File: src/rtl/updown_mod_counter.sv
// Up/down modulo counter with programmable upper limit, wrap or saturate on
// boundary crossing, a step size and a prescaler that throttles advances.
module updown_mod_counter #(
  parameter int N = 8,
  parameter int S = 4,
  parameter int P = 8
) (
  input  logic         clk,
  input  logic         rst,
  input  logic         clr,
  input  logic         ld,
  input  logic [N-1:0] ld_val,
  input  logic         lim_we,
  input  logic [N-1:0] lim_val,
  input  logic         en,
  input  logic         dir,
  input  logic         sat,
  input  logic [S-1:0] step,
  input  logic [P-1:0] prescale,
  output logic [N-1:0] cnt,
  output logic         tc,
  output logic         ovf,
  output logic         msb
);

  logic [N-1:0] cnt_q, cnt_d;
  logic [N-1:0] lim_q, lim_d;
  logic [P-1:0] psc_q, psc_d;
  logic         tc_q, tc_d;
  logic         ovf_q, ovf_d;

  // Candidate next values are formed one bit wider so a carry or borrow
  // marks a crossing without any signed arithmetic.
  logic [N:0]   step_x;
  logic [N:0]   up_t;
  logic [N:0]   dn_t;
  logic         up_cross;
  logic         dn_cross;
  logic         adv;
  logic [N-1:0] ld_clamped;
  logic [N-1:0] lim_clamped;

  assign step_x      = {{(N + 1 - S){1'b0}}, step};
  assign up_t        = {1'b0, cnt_q} + step_x;
  assign dn_t        = {1'b0, cnt_q} - step_x;
  assign up_cross    = up_t > {1'b0, lim_q};
  assign dn_cross    = dn_t[N];
  assign adv         = en && (psc_q == prescale);
  assign ld_clamped  = (ld_val > lim_q) ? lim_q : ld_val;
  assign lim_clamped = (cnt_q > lim_val) ? lim_val : cnt_q;

  always_comb begin
    cnt_d = cnt_q;
    lim_d = lim_q;
    psc_d = psc_q;
    tc_d  = 1'b0;
    ovf_d = ovf_q;
    if (clr) begin
      cnt_d = '0;
      psc_d = '0;
      ovf_d = 1'b0;
    end else if (ld) begin
      cnt_d = ld_clamped;
      psc_d = '0;
    end else if (lim_we) begin
      lim_d = lim_val;
      cnt_d = lim_clamped;
    end else if (en) begin
      if (adv) begin
        psc_d = '0;
        if (dir) begin
          if (up_cross) begin
            cnt_d = sat ? lim_q : '0;
            tc_d  = 1'b1;
            ovf_d = 1'b1;
          end else begin
            cnt_d = up_t[N-1:0];
          end
        end else begin
          if (dn_cross) begin
            cnt_d = sat ? '0 : lim_q;
            tc_d  = 1'b1;
            ovf_d = 1'b1;
          end else begin
            cnt_d = dn_t[N-1:0];
          end
        end
      end else begin
        psc_d = psc_q + P'(1);
      end
    end
  end

  always_ff @(posedge clk or posedge rst) begin
    if (rst) begin
      cnt_q <= '0;
      lim_q <= '1;
      psc_q <= '0;
      tc_q  <= 1'b0;
      ovf_q <= 1'b0;
    end else begin
      cnt_q <= cnt_d;
      lim_q <= lim_d;
      psc_q <= psc_d;
      tc_q  <= tc_d;
      ovf_q <= ovf_d;
    end
  end

  assign cnt = cnt_q;
  assign tc  = tc_q;
  assign ovf = ovf_q;
  assign msb = cnt_q[N-1];

endmodule

File: config.mk
export PLATFORM = sky130hd
export DESIGN_NAME = updown_mod_counter
export DESIGN_NICKNAME = d
export VERILOG_FILES = /design/src/rtl/updown_mod_counter.sv
export SDC_FILE = /design/constraint.sdc
export NUM_CORES = 1
export LEC_CHECK = 0
export BUFFER_PORTS_ARGS = -buffer_cell sky130_fd_sc_hd__buf_2
export CORE_MARGIN = 2
export CORE_UTILIZATION = 58
export CTS_CLUSTER_SIZE = 24
export DETAILED_ROUTE_END_ITERATION = 8
export PLACE_DENSITY = 0.88
export SLEW_MARGIN = 20
export SYNTH_ARGS = -nofsm -noshare
export SYNTH_HDL_FRONTEND = slang
export SYNTH_SLANG_ARGS = --single-unit
File: constraint.sdc
create_clock -name clk -period 4.4 [get_ports clk]
set_clock_uncertainty 0.2 [all_clocks]
set_input_delay 0 -clock clk [delete_from_list [all_inputs] [get_ports clk]]
set_output_delay 0 -clock clk [all_outputs]
set_load 0.02 [all_outputs]
=== Yosys cells after proc, flatten, opt, wreduce, memory -nomap -nowiden ===
Index checks and enable logic that the tools add are counted.

* Flip-flop bits (word level): 26
* Input bits: 36
* Output and inout bits: 11
* Word-level logic and storage cells: 63

* Add/sub/neg operators: 3
* Order comparisons: 3
* Eq/ne operators: 6
* Muxes and demuxes: 33
* Bitwise operators: 2
* Reductions and logical operators: 11

{| class="wikitable"
|+ Operator list
! operator !! count
|-
| two-way mux 8 bit || 17
|-
| greater-than comparator 8 bit || 2
|-
| two-way mux 1 bit || 16
|-
| adder 8 x 4 -> 9 bit || 1
|-
| greater-than comparator 9 x 8 -> 1 bit || 1
|-
| subtractor 8 x 4 -> 9 bit || 1
|-
| adder 8 x 1 -> 8 bit (second input constant) || 1
|-
| == test 8 bit || 1
|-
| nonzero test 4 bit || 2
|-
| AND reduction 3 bit || 2
|-
| AND reduction 6 bit || 1
|-
| nonzero test 3 bit || 2
|-
| inequality test 2 bit (second input constant) || 2
|-
| inequality test 4 x 3 -> 1 bit (second input constant) || 1
|-
| nonzero test 2 bit || 2
|-
| inequality test 3 x 2 -> 1 bit (second input constant) || 1
|-
| inequality test 3 bit (second input constant) || 1
|-
| inverter 1 bit || 2
|-
| AND reduction 2 bit || 1
|-
| logical AND 1 bit || 1
|}

=== Depth between registers and ports, before layout ===
* Depth after elaboration: 9
* Depth in mapped cells: 16
* Depth with buffers taken out: 15

=== Worst setup path before layout ===
OpenSTA, ideal clock, no wires.

* Kind: register -> register
* Start point: reg cnt_q[0] (netlist: cnt[0])
* End point: reg cnt_q[6] (netlist: cnt[6])
* Setup time: 0.121 ns
* Data arrival time: 3.655 ns
* Slack: 0.424 ns
* Stages on the path, launching flop included: 16
* Buffers on the path: 0
* Clock period less this slack: 3.976 ns
* Cells stage by stage: dfrtp_1 -> ha_1 -> inv_1 -> fa_1 -> nor3_1 -> a211o_1 -> nand3_1 -> xnor2_1 -> ha_1 -> nand4_1 -> or2_2 -> a32o_1 -> a31oi_4 -> mux2_2 -> a311o_1 -> o22a_1

* Longest elaborated chain between the ends: 9
* Elaborated cells between the ends (all ways): 14
* Those cells by class: add/sub (2); order compare (2); eq/ne (1); mux (8); reduce/logical (1)

{| class="wikitable"
|+ RTL lines
! element !! RTL line !! text
|-
| start, declared || 26 || <nowiki>logic [N-1:0] cnt_q, cnt_d;</nowiki>
|-
| start signal, assigned || 102 || <nowiki>cnt_q <= cnt_d;</nowiki>
|-
| adder 8 x 4 -> 9 bit || 44 || <nowiki>assign up_t = {1'b0, cnt_q} + step_x;</nowiki>
|-
| greater-than comparator 9 x 8 -> 1 bit || 46 || <nowiki>assign up_cross = up_t > {1'b0, lim_q};</nowiki>
|-
| two-way mux 8 bit || 72 || <nowiki>if (up_cross) begin</nowiki>
|-
| two-way mux 8 bit || 71 || <nowiki>if (dir) begin</nowiki>
|-
| two-way mux 8 bit || 69 || <nowiki>if (adv) begin</nowiki>
|-
| two-way mux 8 bit || 68 || <nowiki>end else if (en) begin</nowiki>
|-
| two-way mux 8 bit || 65 || <nowiki>end else if (lim_we) begin</nowiki>
|-
| two-way mux 8 bit || 62 || <nowiki>end else if (ld) begin</nowiki>
|-
| two-way mux 8 bit || 58 || <nowiki>if (clr) begin</nowiki>
|}

Parallel ways exist; a longest one is shown, timed or not. The select of a mux whose other input is x is not followed.
A chain may end at the register's enable or synchronous reset.

=== Worst setup path after layout ===
Same ends and word-level chain as after synthesis.

==> metrics.txt <==
Die X 74.4 µm; IO Pins 47; flop2flop setup slack 0.23 ns; vias in the first global route 2845; Crit. End Element register; fin. max-slew vios 0; DP Area 3140 µm²; Simple-Gate Fraction of Synth Area 18.8%; Initial DRC Count 278; Setup Viol. Count Final 0; #FFs+latches synth 26; Synth cell types 59; Global Route met2 Usage 51.5%; run status completed; Final TNS setup 0 ns; H-tree depth 1; synthesized-area fraction occupied by adder cells 15.8%; Seq/Total Area, Yosys 23.0%; diodes inserted 0; Max-cap violations 0; Hold Fails Final Rpt 0; Synth Net Count 422; routed vias 3077; yosys warns 0; Final Cycle Share 94.7%; grt met3 use 4.61%; Buffers on Ports 46; die height 74.4 µm; WP depth 15; area grow syn2layout 17.4%; first-pass GRT wire length 13500 µm; syn_area_per_cell 8.19 µm²; Longest Clk Path Bufs 2; EDFF count, synth 0; root cell of the clock tree clkbuf_8; Nets 480; WL final 8370 µm; Most Frequent Cell on Critical Path ha_1; post-route cell area 3380 µm²; CP max-delay cell dfrtp_1; Crit Path Class reg -> reg; peak supply drop 0.000245 V; Die Area 5540 µm²; layout cells sized above 1 19.9%; top_reg_cell synth dfrtp_1; Mapped Cells 351; DRC viols 0; RSZ-0062 raised after global routing false; Mapped Area 2880 µm²; CP required 4.37 ns; Leakage 1.57 nW; most frequent cells in the layout buf_2, ha_1, inv_1; # rows 25; CTS tree done; largest net degree at the start of global routing 27; Post-synth ARST share 100%; most common cell after layout, fill and taps aside buf_2; Initial Util 60.5%; CP cell instances ha_1, inv_1, fa_1, nor3_1, a211o_1, nand3_1, xnor2_1, ha_1, nand4_1, or2_2, a32o_1, a31oi_4, mux2_2, a311o_1, o22a_1; XOR/XNOR Fraction of Synth Area 5.79%; GPL Wtd Cong 0.977; FF-to-FF path depth 15; PD cells 356 nW/µm²; WL/cell 17.6 µm; Worst Path Max Fanout 5; actual slew at the worst max-slew pin 0.947 ns; Inserted Clock Buffers 3; clock sinks 26; worst skew pair latency 0.28 ns; largest family of logic cells by synthesized area compound AO/OA/AOI/OAI gates; via/cell ratio 6.48; proportion of synthesized area in mux cells 4.40%; worst path bufs/invs 1; DP Wirelength 6290 µm; Pre-Repair DR Iteration Count 6; M1 GR Usage 41.7%; Max stage delay on crit path 0.40 ns; min Tclk post-route 4.17 ns; Worst EP arrival 4.14 ns; clock slew at reported path FFs 0.10 ns; core area 4750 µm²; post-route antenna net violation count 0; crit path launch type register; GRT Resource Usage Total 31.8%; Fmax 240 MHz; CP top delay family compound AO/OA/AOI/OAI gates; Worst Hold Class in -> reg; Remaining Overflow, GRT 0; Synth Area in Compound Gates 25.2%; Max-slew headroom 36.4%; initial antenna violation count 0; Hold Path Depth 4; GR peak layer met2
[cell type report]
| type | instances | area (µm²) |
|---|---|---|
| Inverter | 31 | 116 |
| Sequential cell | 26 | 662 |
| Fill cell | 375 | 1380 |
| Tap cell | 67 | 83.8 |
| Clock inverter | 1 | 30.0 |
| Clock buffer | 3 | 41.3 |
| Multi-Input combinational cell | 280 | 2010 |
| Timing Repair Buffer | 67 | 428 |
[sequential cells by signal, summed over array words and instances (netlist names)]
| name | flops |
|---|---|
| cnt | 8 |
| psc_q | 8 |
| ovf | 1 |
| lim_q | 8 |
| tc | 1 |
[synth_stat cells (all sizes together), types with 3 or more instances]
master	count	area, µm²
and3	4	26.3
nand3	8	40.0
clkbuf	4	15.0
a21oi	22	110
xnor2	8	70.1
nand2	29	109
o31ai	5	37.5
dfrtp	18	450
mux2i	7	70.1
nor2b	4	25.0
a311o	3	30.0
o21ai	25	125
nor3	14	70.1
or2	3	18.8
a211oi	6	45.0
or3	5	37.5
mux2	5	56.3
nand4	9	56.3
xor2	11	96.3
nor2	26	97.6
buf	10	73.8
a31oi	8	65.1
nand2b	4	25.0
ha	33	413
o22a	3	27.5
o21a	4	30.0
dfstp	8	210
o211ai	3	22.5
a21o	3	22.5
inv	31	116
[timing repair]
action | 4_1_cts | 5_1_grt
setup endpoints to repair | 0 | 1
hold buffers | 16 | 0
setup buffers | 0 | 1
endpoints found under the hold margin | 39 | 0
resized for setup | 0 | 1
[path summary, 6_finish.rpt]
check	to	startpoint
max	cnt[6]$_DFFE_PP0P_	cnt[0]$_DFFE_PP0P_
min	cnt[0]$_DFFE_PP0P_	ld_val[0]
max reg2reg	cnt[6]$_DFFE_PP0P_	cnt[0]$_DFFE_PP0P_
min reg2reg	ovf$_DFFE_PP0P_	ovf$_DFFE_PP0P_
max in group asynchronous	cnt[1]$_DFFE_PP0P_	rst
min in group asynchronous	psc_q[5]$_DFFE_PP0P_	rst
[where the power goes]
group          total [W]  switching (W)  internal [W]
sequential      0.000320      0.0000441      0.000276
clock           0.000204      0.0000816      0.000122
combinational   0.000679       0.000396      0.000283
[per-stage QoR]
| step | cells | hold slack (ns) | total power (W) | utilization (%) | setup slack (ns) |
|---|---|---|---|---|---|
| 6_report | 475 | 0.00526 | 0.00120 | 71.0 | 0.233 |
| 5_1_grt | 475 | 0.0253 | 0.00128 | 71.0 | 0.0245 |
| 4_1_cts | 474 | 0.00848 | 0.00118 | 70.8 | 0.199 |
| 3_5_place_dp | 454 | 0.0446 | 0.000962 | 65.9 | 0.217 |
| 3_3_place_gp | 454 | 0.0412 | 0.000940 | 65.9 | 0.386 |
| 2_1_floorplan | 351 | -0.166 | 0.000797 | - | 0.424 |
[tightest hold or removal path: stages]
cell,delay [ns]
buf_2,0.09
mux2_2,0.15
a22oi_1,0.08
a31oi_1,0.13
[metal layers]
layer	share of wire (%)	up-vias
li1	-	1394
met1	39	1413
met2	46	226
met3	10	44
met4	4.9	0
met5	0	-
[logic make-up after synthesis]
family / Yosys count
AOI/OAI and AO/OA: 103
xor gates and xnor gates: 19
adders and majority gates: 35
buffers and inverters: 45
DFF: 26
muxes: 12
and+or+nand+nor: 111
Power figures use the tool's default switching activity.
